[config.mk]
export PLATFORM = sky130hd
export DESIGN_NAME = alu_host_bridge
export DESIGN_NICKNAME = d
export VERILOG_FILES = /design/src/rtl/alu_pkg.sv /design/src/rtl/alu_host_bridge.sv
export SDC_FILE = /design/constraint.sdc
export NUM_CORES = 1
export LEC_CHECK = 0
export CAP_MARGIN = 20
export CORE_MARGIN = 2
export CORE_UTILIZATION = 46
export DETAILED_ROUTE_END_ITERATION = 7
export HOLD_SLACK_MARGIN = 0.15
export PLACE_DENSITY = 0.76
export SETUP_SLACK_MARGIN = 0.1
export SYNTH_ARGS = -nofsm -noshare
export SYNTH_HDL_FRONTEND = slang
export SYNTH_SLANG_ARGS = --single-unit
[constraint.sdc]
create_clock -name clk -period 2.3 [get_ports clk]
set_clock_uncertainty 0.1 [all_clocks]
set_input_delay 0.345 -clock clk [delete_from_list [all_inputs] [get_ports clk]]
set_output_delay 0.345 -clock clk [all_outputs]
set_load 0.01 [all_outputs]
[src/rtl/alu_pkg.sv]
// ============================================================================
// Module : alu_pkg
// Brief  : Shared opcodes, result width and bridge state encodings for the
//          byte-serial floating-point ALU and its host bridge.
// Rev    : 1.0  initial release
// ============================================================================
`default_nettype none

package alu_pkg;

  localparam logic [1:0] OP_ADD = 2'b00;
  localparam logic [1:0] OP_SUB = 2'b01;

  localparam int ALU_BYTES = 4;

  localparam logic [2:0] S_IDLE    = 3'd0;
  localparam logic [2:0] S_START   = 3'd1;
  localparam logic [2:0] S_SEND    = 3'd2;
  localparam logic [2:0] S_WAIT    = 3'd3;
  localparam logic [2:0] S_COLLECT = 3'd4;
  localparam logic [2:0] S_RESP    = 3'd5;

endpackage

`default_nettype wire

[src/rtl/alu_host_bridge.sv]
// ============================================================================
// Module : alu_host_bridge
// Brief  : Serialises a 32-bit operand pair onto the byte-wide ALU port and
//          reassembles the 4-byte result, with done-timeout recovery.
// Rev    : 1.0  initial release
// ============================================================================
`default_nettype none

module alu_host_bridge
  import alu_pkg::*;
#(
  parameter int TIMEOUT = 16
) (
  input  logic        clk,
  input  logic        rst,
  input  logic        req_valid,
  output logic        req_ready,
  input  logic [31:0] req_a,
  input  logic [31:0] req_b,
  input  logic [1:0]  req_op,
  output logic        rsp_valid,
  input  logic        rsp_ready,
  output logic [31:0] rsp_result,
  output logic        rsp_timeout,
  output logic [7:0]  alu_in,
  output logic [1:0]  alu_opcode,
  output logic        alu_start,
  input  logic [7:0]  alu_out,
  input  logic        alu_done,
  output logic        alu_rst_n
);

  localparam int              c_CW       = (TIMEOUT > 1) ? $clog2(TIMEOUT) : 1;
  localparam logic [c_CW-1:0] c_CNT_LAST = c_CW'(TIMEOUT - 1);
  localparam logic [2:0]      c_RES_LAST = 3'(ALU_BYTES - 1);

  logic [2:0]      r_state;
  logic [63:0]     r_ops;       // {b, a}: byte k of the stream is r_ops[8k +: 8]
  logic [2:0]      r_idx;
  logic [c_CW-1:0] r_cnt;
  logic [23:0]     r_res;
  logic            r_done_q;
  logic            r_to_pulse;
  logic            r_rsp_valid;
  logic            r_rsp_timeout;
  logic [31:0]     r_rsp_result;
  logic [7:0]      r_alu_in;
  logic [1:0]      r_alu_opcode;
  logic            r_alu_start;

  logic [2:0]      w_next_idx;
  logic [7:0]      w_next_byte;

  assign w_next_idx  = r_idx + 3'd1;
  assign w_next_byte = r_ops[{w_next_idx, 3'b000} +: 8];

  always_ff @(posedge clk) begin
    if (rst) begin
      r_state       <= S_IDLE;
      r_ops         <= '0;
      r_idx         <= '0;
      r_cnt         <= '0;
      r_res         <= '0;
      r_done_q      <= 1'b0;
      r_to_pulse    <= 1'b0;
      r_rsp_valid   <= 1'b0;
      r_rsp_timeout <= 1'b0;
      r_rsp_result  <= '0;
      r_alu_in      <= '0;
      r_alu_opcode  <= '0;
      r_alu_start   <= 1'b0;
    end else begin
      r_done_q   <= alu_done;
      r_to_pulse <= 1'b0;
      case (r_state)
        S_IDLE: begin
          if (req_valid) begin
            r_ops        <= {req_b, req_a};
            r_alu_opcode <= req_op;
            r_alu_start  <= 1'b1;
            r_state      <= S_START;
          end
        end
        S_START: begin
          r_alu_start <= 1'b0;
          r_alu_in    <= r_ops[7:0];
          r_idx       <= 3'd0;
          r_state     <= S_SEND;
        end
        S_SEND: begin
          // Last byte stays on the bus; no wrap back to a[7:0].
          if (r_idx == 3'd7) begin
            r_cnt   <= '0;
            r_state <= S_WAIT;
          end else begin
            r_idx    <= w_next_idx;
            r_alu_in <= w_next_byte;
          end
        end
        S_WAIT: begin
          if (alu_done && !r_done_q) begin
            r_res[7:0] <= alu_out;
            r_idx      <= 3'd1;
            r_state    <= S_COLLECT;
          end else if (r_cnt == c_CNT_LAST) begin
            r_rsp_timeout <= 1'b1;
            r_rsp_result  <= '0;
            r_rsp_valid   <= 1'b1;
            r_to_pulse    <= 1'b1;
            r_state       <= S_RESP;
          end else begin
            r_cnt <= r_cnt + 1'b1;
          end
        end
        S_COLLECT: begin
          if (r_idx == c_RES_LAST) begin
            r_rsp_result <= {alu_out, r_res};
            r_rsp_valid  <= 1'b1;
            r_state      <= S_RESP;
          end else begin
            case (r_idx[1:0])
              2'd1:    r_res[15:8]  <= alu_out;
              2'd2:    r_res[23:16] <= alu_out;
              default: r_res[7:0]   <= alu_out;
            endcase
            r_idx <= w_next_idx;
          end
        end
        S_RESP: begin
          if (rsp_ready) begin
            r_rsp_valid   <= 1'b0;
            r_rsp_timeout <= 1'b0;
            r_state       <= S_IDLE;
          end
        end
        default: r_state <= S_IDLE;
      endcase
    end
  end

  assign req_ready   = (r_state == S_IDLE) & ~rst;
  assign alu_rst_n   = ~(rst | r_to_pulse);
  assign rsp_valid   = r_rsp_valid;
  assign rsp_timeout = r_rsp_timeout;
  assign rsp_result  = r_rsp_result;
  assign alu_in      = r_alu_in;
  assign alu_opcode  = r_alu_opcode;
  assign alu_start   = r_alu_start;

endmodule

`default_nettype wire

======== Word-level counts from Yosys, hierarchy flattened ========
Cells that the tools add are included.
storage, ports and cells
  bits of input ports ..................... 79
  bits in registers ....................... 145
  output and inout port bits .............. 47
  word-level logic and storage cells ...... 104
operators by class
  $add $sub $neg .......................... 2
  reductions and logical operators ........ 24
  shift-type cells ........................ 1
  equality and inequality tests ........... 22
  muxes and demuxes ....................... 34
  bitwise gates (word level) .............. 6
operator list
  operator                                             count
  two-way mux 32 bit                                   3
  one-hot mux 32 bit (2 select lines)                  1
  indexed part select 64 x 7 -> 8 bit                  1
  two-way mux 8 bit                                    4
  one-hot mux 8 bit (2 select lines)                   2
  two-way mux 3 bit                                    9
  != test 2 bit, second input constant                 11
  AND reduction 4 bit                                  5
  one-hot mux 3 bit (6 select lines)                   1
  two-way mux 4 bit                                    3
  one-hot mux 3 bit (4 select lines)                   1
  AND reduction 5 bit                                  2
  nonzero test 2 bit                                   5
  equality test 3 x 2 -> 1 bit, second input constant  3
  equality test 3 bit, second input constant           3
  one-hot mux 4 bit (2 select lines)                   1
  two-way mux 1 bit                                    6
  AND reduction 2 bit                                  3
  AND reduction 3 bit                                  2
  adder 4 x 1 -> 4 bit, second input constant          1
  equality test 4 bit, second input constant           1
  NOT 1 bit                                            4
  one-hot mux 1 bit (2 select lines)                   2
  nonzero test 4 bit                                   1
  14 further kinds                                     14

======== Depth between registers and ports, before layout ========
Gate-level depths: netlist of the first run.
  word-level depth ........................ 5
  mapped depth ............................ 9
  depth with buffers taken out ............ 7

======== Worst setup path before layout of the first run ========
No wires, ideal clock.
  path kind ............................... reg2reg
  start point ............................. register r_idx[0]
  end point ............................... register r_alu_in[6] (netlist: alu_in[6])
  setup time .............................. 0.091 ns
  period minus slack after synthesis ...... 2.207 ns
  stages on the path, launching flop included .. 10
  path slack .............................. 0.093 ns
  arrival ................................. 2.016 ns
  required time ........................... 2.109 ns
  path buffers ............................ 3
  cells stage by stage .................... dfxtp_1 buf_2 buf_2 inv_1 ha_1 and2_1 clkbuf_1 a22oi_1 nand3_1 a311oi_1
between the ends
  word-level cells in the longest chain between the ends .. 4
  elaborated cells on any way between the ends .. 7
  classes of those cells .................. 1 x add/sub; 2 x eq/ne; 1 x shift; 2 x mux; 1 x reduce/logical
ends and longest elaborated chain
  what                                 line                    RTL
  from (decl)                          alu_host_bridge.sv:39   logic [2:0] r_idx;
  from (signal assigned)               alu_host_bridge.sv:96   r_idx <= w_next_idx;
  from (signal assigned)               alu_host_bridge.sv:126  r_idx <= w_next_idx;
  adder 3 x 1 -> 3 bit                 alu_host_bridge.sv:54   assign w_next_idx = r_idx + 3'd1;
  indexed part select 64 x 7 -> 8 bit  alu_host_bridge.sv:55   assign w_next_byte = r_ops[{w_next_idx, 3'b000} +: 8];
  two-way mux 8 bit                    alu_host_bridge.sv:92   if (r_idx == 3'd7) begin
  one-hot mux 8 bit (2 select lines)   alu_host_bridge.sv:75   case (r_state)
  to (signal assigned)                 alu_host_bridge.sv:86   r_alu_in <= r_ops[7:0];
  to (signal assigned)                 alu_host_bridge.sv:97   r_alu_in <= w_next_byte;
  to (decl)                            alu_host_bridge.sv:47   logic [7:0] r_alu_in;
Parallel ways exist; a longest one is shown, timed or not. The select of a mux whose other input is x is not followed.
A chain may end at the register's enable or synchronous reset.

======== Worst setup path after layout of the first run ========
  start point ............................. register r_idx[0]
  end point ............................... register r_res[3]
between the ends
  word-level cells in the longest chain between the ends .. 4
  elaborated cells on any way between the ends .. 7
  classes of those cells .................. 5 x eq/ne; 2 x reduce/logical
ends and longest elaborated chain
  what                                                                 line                    RTL
  equality test 2 x 1 -> 1 bit or equality test 2 bit (tied branches)  alu_host_bridge.sv:121  case (r_idx[1:0])
  OR reduction 2 bit (no line)                                         -
  != test 2 bit (no line)                                              -
  AND reduction 4 bit (no line) *                                      -
  to (signal assigned)                                                 alu_host_bridge.sv:102  r_res[7:0] <= alu_out;
  to (signal assigned)                                                 alu_host_bridge.sv:124  default: r_res[7:0] <= alu_out;
  to (decl)                                                            alu_host_bridge.sv:41   logic [23:0] r_res;
Every way passes the cells marked *; elsewhere a longest branch is shown, timed or not.

==> impl_metrics.py, run 1 <==
metrics = {
    "timing": {
        "finalSetupViolations": 0,
        "final.setup.tns_ps": 0,
        "achievable-frequency_ghz": 0.475,
        "final_min_period_over_clock_period_pct": 91.5,
        "fin_hold_ws_ps": 354,
        "post-route-min-period_ps": 2110,
        "hold_viol": 0,
        "timing.slew.headroom_pct": 57.2,
        "maxSlewViolCount": 0,
        "max_slew.worst_pin.slew_ps": 642,
        "grt_setup_unrepaired": "true",
    },
    "worst_setup_path": {
        "cp-start-kind": "flip-flop",
        "worstSetupPathType": "reg2reg",
        "arrival_ps": 2280,
        "cp-end-kind": "flip-flop",
        "critical_path_required_ps": 2480,
        "cp_max_fo": 8,
    },
    "detailed_routing": {
        "drc": 0,
        "drt-initial-drc-count": 395,
        "wl_um": 15100,
        "detail_routed_via_count_per_cell": 5.33,
        "wire_per_inst_um": 15.2,
        "detailedRoute.firstPassIterationCount": 6,
        "antenna_violating_nets_post_route": 0,
        "via_count": 5299,
    },
    "cts": {
        "clk_root_buffer_cell": "sky130_fd_sc_hd__clkbuf_16",
        "clock_tree.htree_level_count": 4,
        "clock_insertion_delay_worst_skew_ps": 410,
        "clk_path_buf_depth": 2,
        "clk_pin_slew_worst_paths_ps": 60,
        "tritoncts.num_buffers": 17,
        "cts_tree": "built",
        "numClockSinks": 145,
    },
    "finish": {
        "n_antenna_cell": 0,
        "fillers": 1074,
        "final_nets": 894,
        "final_cells": 994,
        "drive_above_1_share_pct": 7.79,
        "fin_util_pct": 63.2,
        "area.growth.synth_to_final_pct": 34.0,
        "postLayoutCellArea_mm2": 0.00797,
    },
    "global_route": {
        "grt.overflow.total": 0,
        "grt.total_usage_pct": 22.0,
        "antenna_found_initial": 0,
        "grt_pass1_wl_um": 24900,
        "grt_pass1_vias": 5134,
        "grt_max_degree": 142,
    },
    "power": {
        "power.combinational.fraction_pct": 29.2,
        "netSwitchingFraction_pct": 31.6,
        "intPower_mw": 5.91,
        "share_seq_of_total_power_pct": 36.3,
        "ir_worst_vdd_mv": 0.574,
        "power.density_mw_per_mm2": 1080,
        "clock_power_share_pct": 34.5,
        "power_dissipated_by_switching_net_loads_mw": 2.73,
        "power_leakage_nw": 2.83,
    },
    "place": {
        "place.detailed.instances": 959,
        "final_hpwl_dp_um": 10100,
        "routabilityCongestion": 0.860,
        "io_buffers": 125,
        "postPlaceCellArea_mm2": 0.00727,
    },
    "worst_hold_path": {
        "holdCritPathClass": "reg2reg",
    },
    "yosys": {
        "ys_seq_area_share_pct": 48.8,
        "yosys-top-cells-area": "sky130_fd_sc_hd__dfxtp_1, sky130_fd_sc_hd__nand2_1, sky130_fd_sc_hd__a21oi_1, sky130_fd_sc_hd__mux2i_1, sky130_fd_sc_hd__a22oi_1",
        "synth.most_common_cell": "sky130_fd_sc_hd__nand2_1",
        "yosys_register_bits": 145,
        "cell_type_with_the_highest_aggregate_area_in_the_netlist": "sky130_fd_sc_hd__dfxtp_1",
        "avgSynthCellArea_um2": 8.45,
        "post_synth_edffs": 0,
        "synth-async-reset-ratio_pct": 0,
        "post_synth_inst_count": 704,
        "yosys.cell_types.count": 39,
        "yosys-top-cells-count": "sky130_fd_sc_hd__nand2_1, sky130_fd_sc_hd__dfxtp_1, sky130_fd_sc_hd__a21oi_1",
        "dominantRegCellSynth": "sky130_fd_sc_hd__dfxtp_1",
        "synth.cell_area_mm2": 0.00595,
        "syn-num-nets": 789,
        "synth_largest_type_area_fraction_pct": 48.8,
        "synth_warnings": 0,
    },
    "floorplan": {
        "num_io_pins": 126,
        "core_mm2": 0.0126,
        "die_area_mm2": 0.0139,
        "die_h_um": 118,
        "floorplan.die.width_um": 118,
        "total_number_of_placement_rows": 41,
        "start_util_pct": 47.1,
    },
    "outcome": {
        "status": "finished, final reports clean",
    },
    "run": {
        "cap_viol_max_count": 0,
    },
}
critical path: stages (launching register included):
cell                      delay (ps)
sky130_fd_sc_hd__dfxtp_2         350
sky130_fd_sc_hd__ha_1            230
sky130_fd_sc_hd__ha_1            220
sky130_fd_sc_hd__nor4b_4         380
sky130_fd_sc_hd__a21oi_2         130
sky130_fd_sc_hd__nor2_4          270
sky130_fd_sc_hd__mux2i_1         220
sky130_fd_sc_hd__nor2_1           60
cells in the final DEF (no fill, tap or decap), drive strengths merged, types with 7 or more instances in the layout:
cell           netlist  routed
nand2              160     160
dfxtp              145     145
clkdlybuf4s50        0     123
a21oi               91      91
nor2                71      71
a22oi               48      48
mux2i               42      42
nand3               28      28
clkbuf              27      18
buf                 27      15
a311oi               8       8
clkinv               0       8
nor2b                7       7
area by class of cell:
type | count | area [µm²] | area share, %
Timing Repair Buffer | 140 | 1410 | 17.7
Sequential cell | 145 | 2910 | 36.5
Tap cell | 172 | 215 | 2.70
Multi-Input combinational cell | 501 | 2770 | 34.8
Clock buffer | 18 | 439 | 5.51
Inverter | 4 | 15.0 | 0.188
Clock inverter | 14 | 213 | 2.67
cells by family (layout without fill, tap and decap cells):
group / Yosys count / after routing / synth area share, %
simple gates: 284 / 284 / 20.2
xor+xnor: 4 / 4 / 0.589
flops: 145 / 145 / 48.8
fa+ha+maj: 6 / 6 / 1.26
mux: 44 / 44 / 7.51
buf+inv: 58 / 176 / 4.80
compound gates: 163 / 163 / 16.9
repair_timing:
action,4_1_cts,5_1_grt
gates cloned,0,0
hold endpoints to repair,1,0
gates resized for setup,3,5
pin swaps,0,1
hold buffers,1,0
endpoints found under the setup margin,1,18
setup buffers,0,2
flip-flops by register name, indices dropped and copies added, names as in the netlist:
register and flops:
r_ops 64, rsp_result 32, r_res 24, alu_in 8, r_cnt 4, r_idx 3
r_state 3, alu_opcode 2, alu_start 1, r_done_q 1, r_to_pulse 1, rsp_timeout 1
rsp_valid 1
power by group through the flow:
stage / clock [mW] / sequential, mW / combinational, mW
after floorplan: 0 / 3.09 / 1.82
after global placement: 0 / 3.15 / 2.36
after detailed placement: 0 / 3.18 / 2.43
after CTS: 3.02 / 3.13 / 2.45
after global routing: 3.15 / 3.18 / 2.75
final: 2.98 / 3.14 / 2.52
routing by layer:
layer	vias up	GRT usage (%)	share of wire, %
met4	0	8.66	1.7
met2	158	36.1	48
met5	-	0	0
met1	2497	28.0	45
li1	2621	-	-
met3	23	5.04	5.3
final timing paths:
kind                            startpoint   endpoint  slack, ps  cells past startpoint
worst max-delay path              r_idx[0]   r_res[3]        190                      7
worst min-delay path             r_ops[63]  r_ops[63]        350                      2
worst max register to register    r_idx[0]   r_res[3]        190                      7
worst min register to register   r_ops[63]  r_ops[63]        350                      2
stage by stage:
step	worst slack, ps	power (mW)
floorplan	156	4.91
global placement	214	5.51
detailed placement	187	5.61
CTS	123	8.60
global route	78.6	9.08
finish	195	8.64
Power figures use the tool's default switching activity.
==> inputs of run 2 (changes only) <==
--- a/config.mk
+++ b/config.mk
@@ -11,7 +11,7 @@
 export DETAILED_ROUTE_END_ITERATION = 7
 export HOLD_SLACK_MARGIN = 0.15
 export PLACE_DENSITY = 0.76
-export SETUP_SLACK_MARGIN = 0.1
+export SETUP_SLACK_MARGIN = 0.15
 export SYNTH_ARGS = -nofsm -noshare
 export SYNTH_HDL_FRONTEND = slang
 export SYNTH_SLANG_ARGS = --single-unit
==> run 2 against run 1 <==
Clock power about the same; combinational power rose by 2%; flip-flop and latch count did not move; global-route usage about the same; sequential power about the same; cell area rose by 0.41%.
==> impl_metrics.py, run 2 (synthesis results as in run 1) <==
metrics = {
    "power": {
        "power.density_mw_per_mm2": 1090,
        "power_dissipated_by_switching_net_loads_mw": 2.76,
        "power.combinational.fraction_pct": 29.6,
        "power_leakage_nw": 2.84,
        "ir_worst_vdd_mv": 0.569,
        "netSwitchingFraction_pct": 31.7,
        "intPower_mw": 5.93,
        "share_seq_of_total_power_pct": 36.1,
        "clock_power_share_pct": 34.2,
    },
    "timing": {
        "final_min_period_over_clock_period_pct": 89.2,
        "timing.slew.headroom_pct": 57.0,
        "max_slew.worst_pin.slew_ps": 645,
        "finalSetupViolations": 0,
        "final.setup.tns_ps": 0,
        "hold_viol": 0,
        "maxSlewViolCount": 0,
        "fin_hold_ws_ps": 354,
        "achievable-frequency_ghz": 0.487,
        "grt_setup_unrepaired": "false",
        "post-route-min-period_ps": 2050,
    },
    "floorplan": {
        "die_area_mm2": 0.0139,
        "num_io_pins": 126,
        "floorplan.die.width_um": 118,
        "total_number_of_placement_rows": 41,
        "die_h_um": 118,
        "core_mm2": 0.0126,
        "start_util_pct": 47.1,
    },
    "cts": {
        "cts_tree": "built",
        "clock_tree.htree_level_count": 4,
        "tritoncts.num_buffers": 17,
        "clk_root_buffer_cell": "sky130_fd_sc_hd__clkbuf_16",
        "clock_insertion_delay_worst_skew_ps": 410,
        "clk_path_buf_depth": 2,
        "clk_pin_slew_worst_paths_ps": 60,
        "numClockSinks": 145,
    },
    "detailed_routing": {
        "via_count": 5349,
        "wire_per_inst_um": 15.3,
        "antenna_violating_nets_post_route": 0,
        "detailedRoute.firstPassIterationCount": 5,
        "detail_routed_via_count_per_cell": 5.38,
        "drc": 0,
        "wl_um": 15200,
        "drt-initial-drc-count": 356,
    },
    "worst_setup_path": {
        "cp-start-kind": "flip-flop",
        "path_cells": "buf_4 > mux2i_1 > a22oi_1 > nand3_1 > a311oi_1",
        "worstSetupPathType": "reg2reg",
        "slowest_delay_ps": 490,
        "cp_max_fo": 32,
        "critical_path_required_ps": 2520,
        "cp-end-kind": "flip-flop",
        "critPathSlowestCell": "sky130_fd_sc_hd__buf_4",
        "arrival_ps": 2280,
    },
    "worst_hold_path": {
        "holdCritPathClass": "reg2reg",
    },
    "place": {
        "routabilityCongestion": 0.860,
        "io_buffers": 125,
        "final_hpwl_dp_um": 10100,
    },
    "finish": {
        "leading_cell_type_in_the_layout_fill_and_taps_excluded": "sky130_fd_sc_hd__nand2_1",
        "area.growth.synth_to_final_pct": 34.6,
        "top_register": "r_ops",
        "fillers": 1070,
        "drive_above_1_share_pct": 8.38,
        "fin_util_pct": 63.4,
        "largest_register_ff_count": 64,
        "layout.cells.most_common_list": "sky130_fd_sc_hd__nand2_1, sky130_fd_sc_hd__dfxtp_1, sky130_fd_sc_hd__clkdlybuf4s50_1",
        "n_antenna_cell": 0,
        "final_nets": 895,
    },
    "outcome": {
        "status": "finished, final reports clean",
    },
    "global_route": {
        "grt_max_degree": 142,
        "grt_pass1_wl_um": 24900,
        "grt_pass1_vias": 5142,
        "grt.total_usage_pct": 22.0,
        "antenna_found_initial": 0,
        "grt.overflow.total": 0,
    },
    "run": {
        "cap_viol_max_count": 0,
    },
}
run 2: cell type report:
class | instances | area, µm² | area share [%]
inverters | 4 | 15.0 | 0.188
clock buffers | 18 | 439 | 5.49
well taps | 172 | 215 | 2.69
multi-input cells | 501 | 2790 | 34.8
flip-flops and latches | 145 | 2910 | 36.3
repair buffers | 141 | 1430 | 17.8
clock inverters | 14 | 213 | 2.66
run 2: critical path, delay by kind of cell, from the launching register on:
kind            cells  cell delay [ps]
buf+inv             1              490
compound gates      2              620
simple gates        1              130
flops               1              380
mux                 1              220
run 2: final timing paths:
path	start	to	slack [ps]	cells past startpoint
min reg2reg	r_ops[63]	r_ops[63]	350	2
max reg2reg	r_idx[0]	alu_in[1]	250	5
min	r_ops[63]	r_ops[63]	350	2
max	r_idx[0]	alu_in[1]	250	5
run 2: metrics by stage:
| step | cells | area, µm² | setup WS, ps | power (mW) |
|---|---|---|---|---|
| CTS | 992 | 7940 | 170 | 8.59 |
| global route | 995 | 8000 | 148 | 9.13 |
| detailed placement | 959 | 7270 | 187 | 5.61 |
| finish | 995 | 8000 | 248 | 8.69 |
| floorplan | 704 | 5950 | 156 | 4.91 |
| global placement | 959 | 7270 | 214 | 5.51 |
run 2: what timing repair did:
| action | CTS | global route |
|---|---|---|
| hold buffers | 1 | 0 |
| gates cloned | 0 | 0 |
| pin swaps | 0 | 4 |
| endpoints found under the setup margin | 2 | 33 |
| hold endpoints to repair | 1 | 0 |
| gates resized for setup | 4 | 9 |
| setup buffers | 0 | 3 |
run 2: power by group through the flow:
| stage | registers [mW] | logic, mW | clock network [mW] |
|---|---|---|---|
| finish | 3.14 | 2.58 | 2.98 |
| global route | 3.18 | 2.80 | 3.15 |
| CTS | 3.13 | 2.45 | 3.02 |
| detailed placement | 3.18 | 2.43 | 0 |
| global placement | 3.15 | 2.36 | 0 |
| floorplan | 3.09 | 1.82 | 0 |
run 2: routing by layer:
metal | track usage [%] | vias up | wire length [µm]
met3 | 5.04 | 27 | 848
met4 | 8.66 | 0 | 289
met5 | 0 | - | 0
met1 | 28.0 | 2533 | 6620
li1 | - | 2629 | -
met2 | 36.2 | 160 | 7440
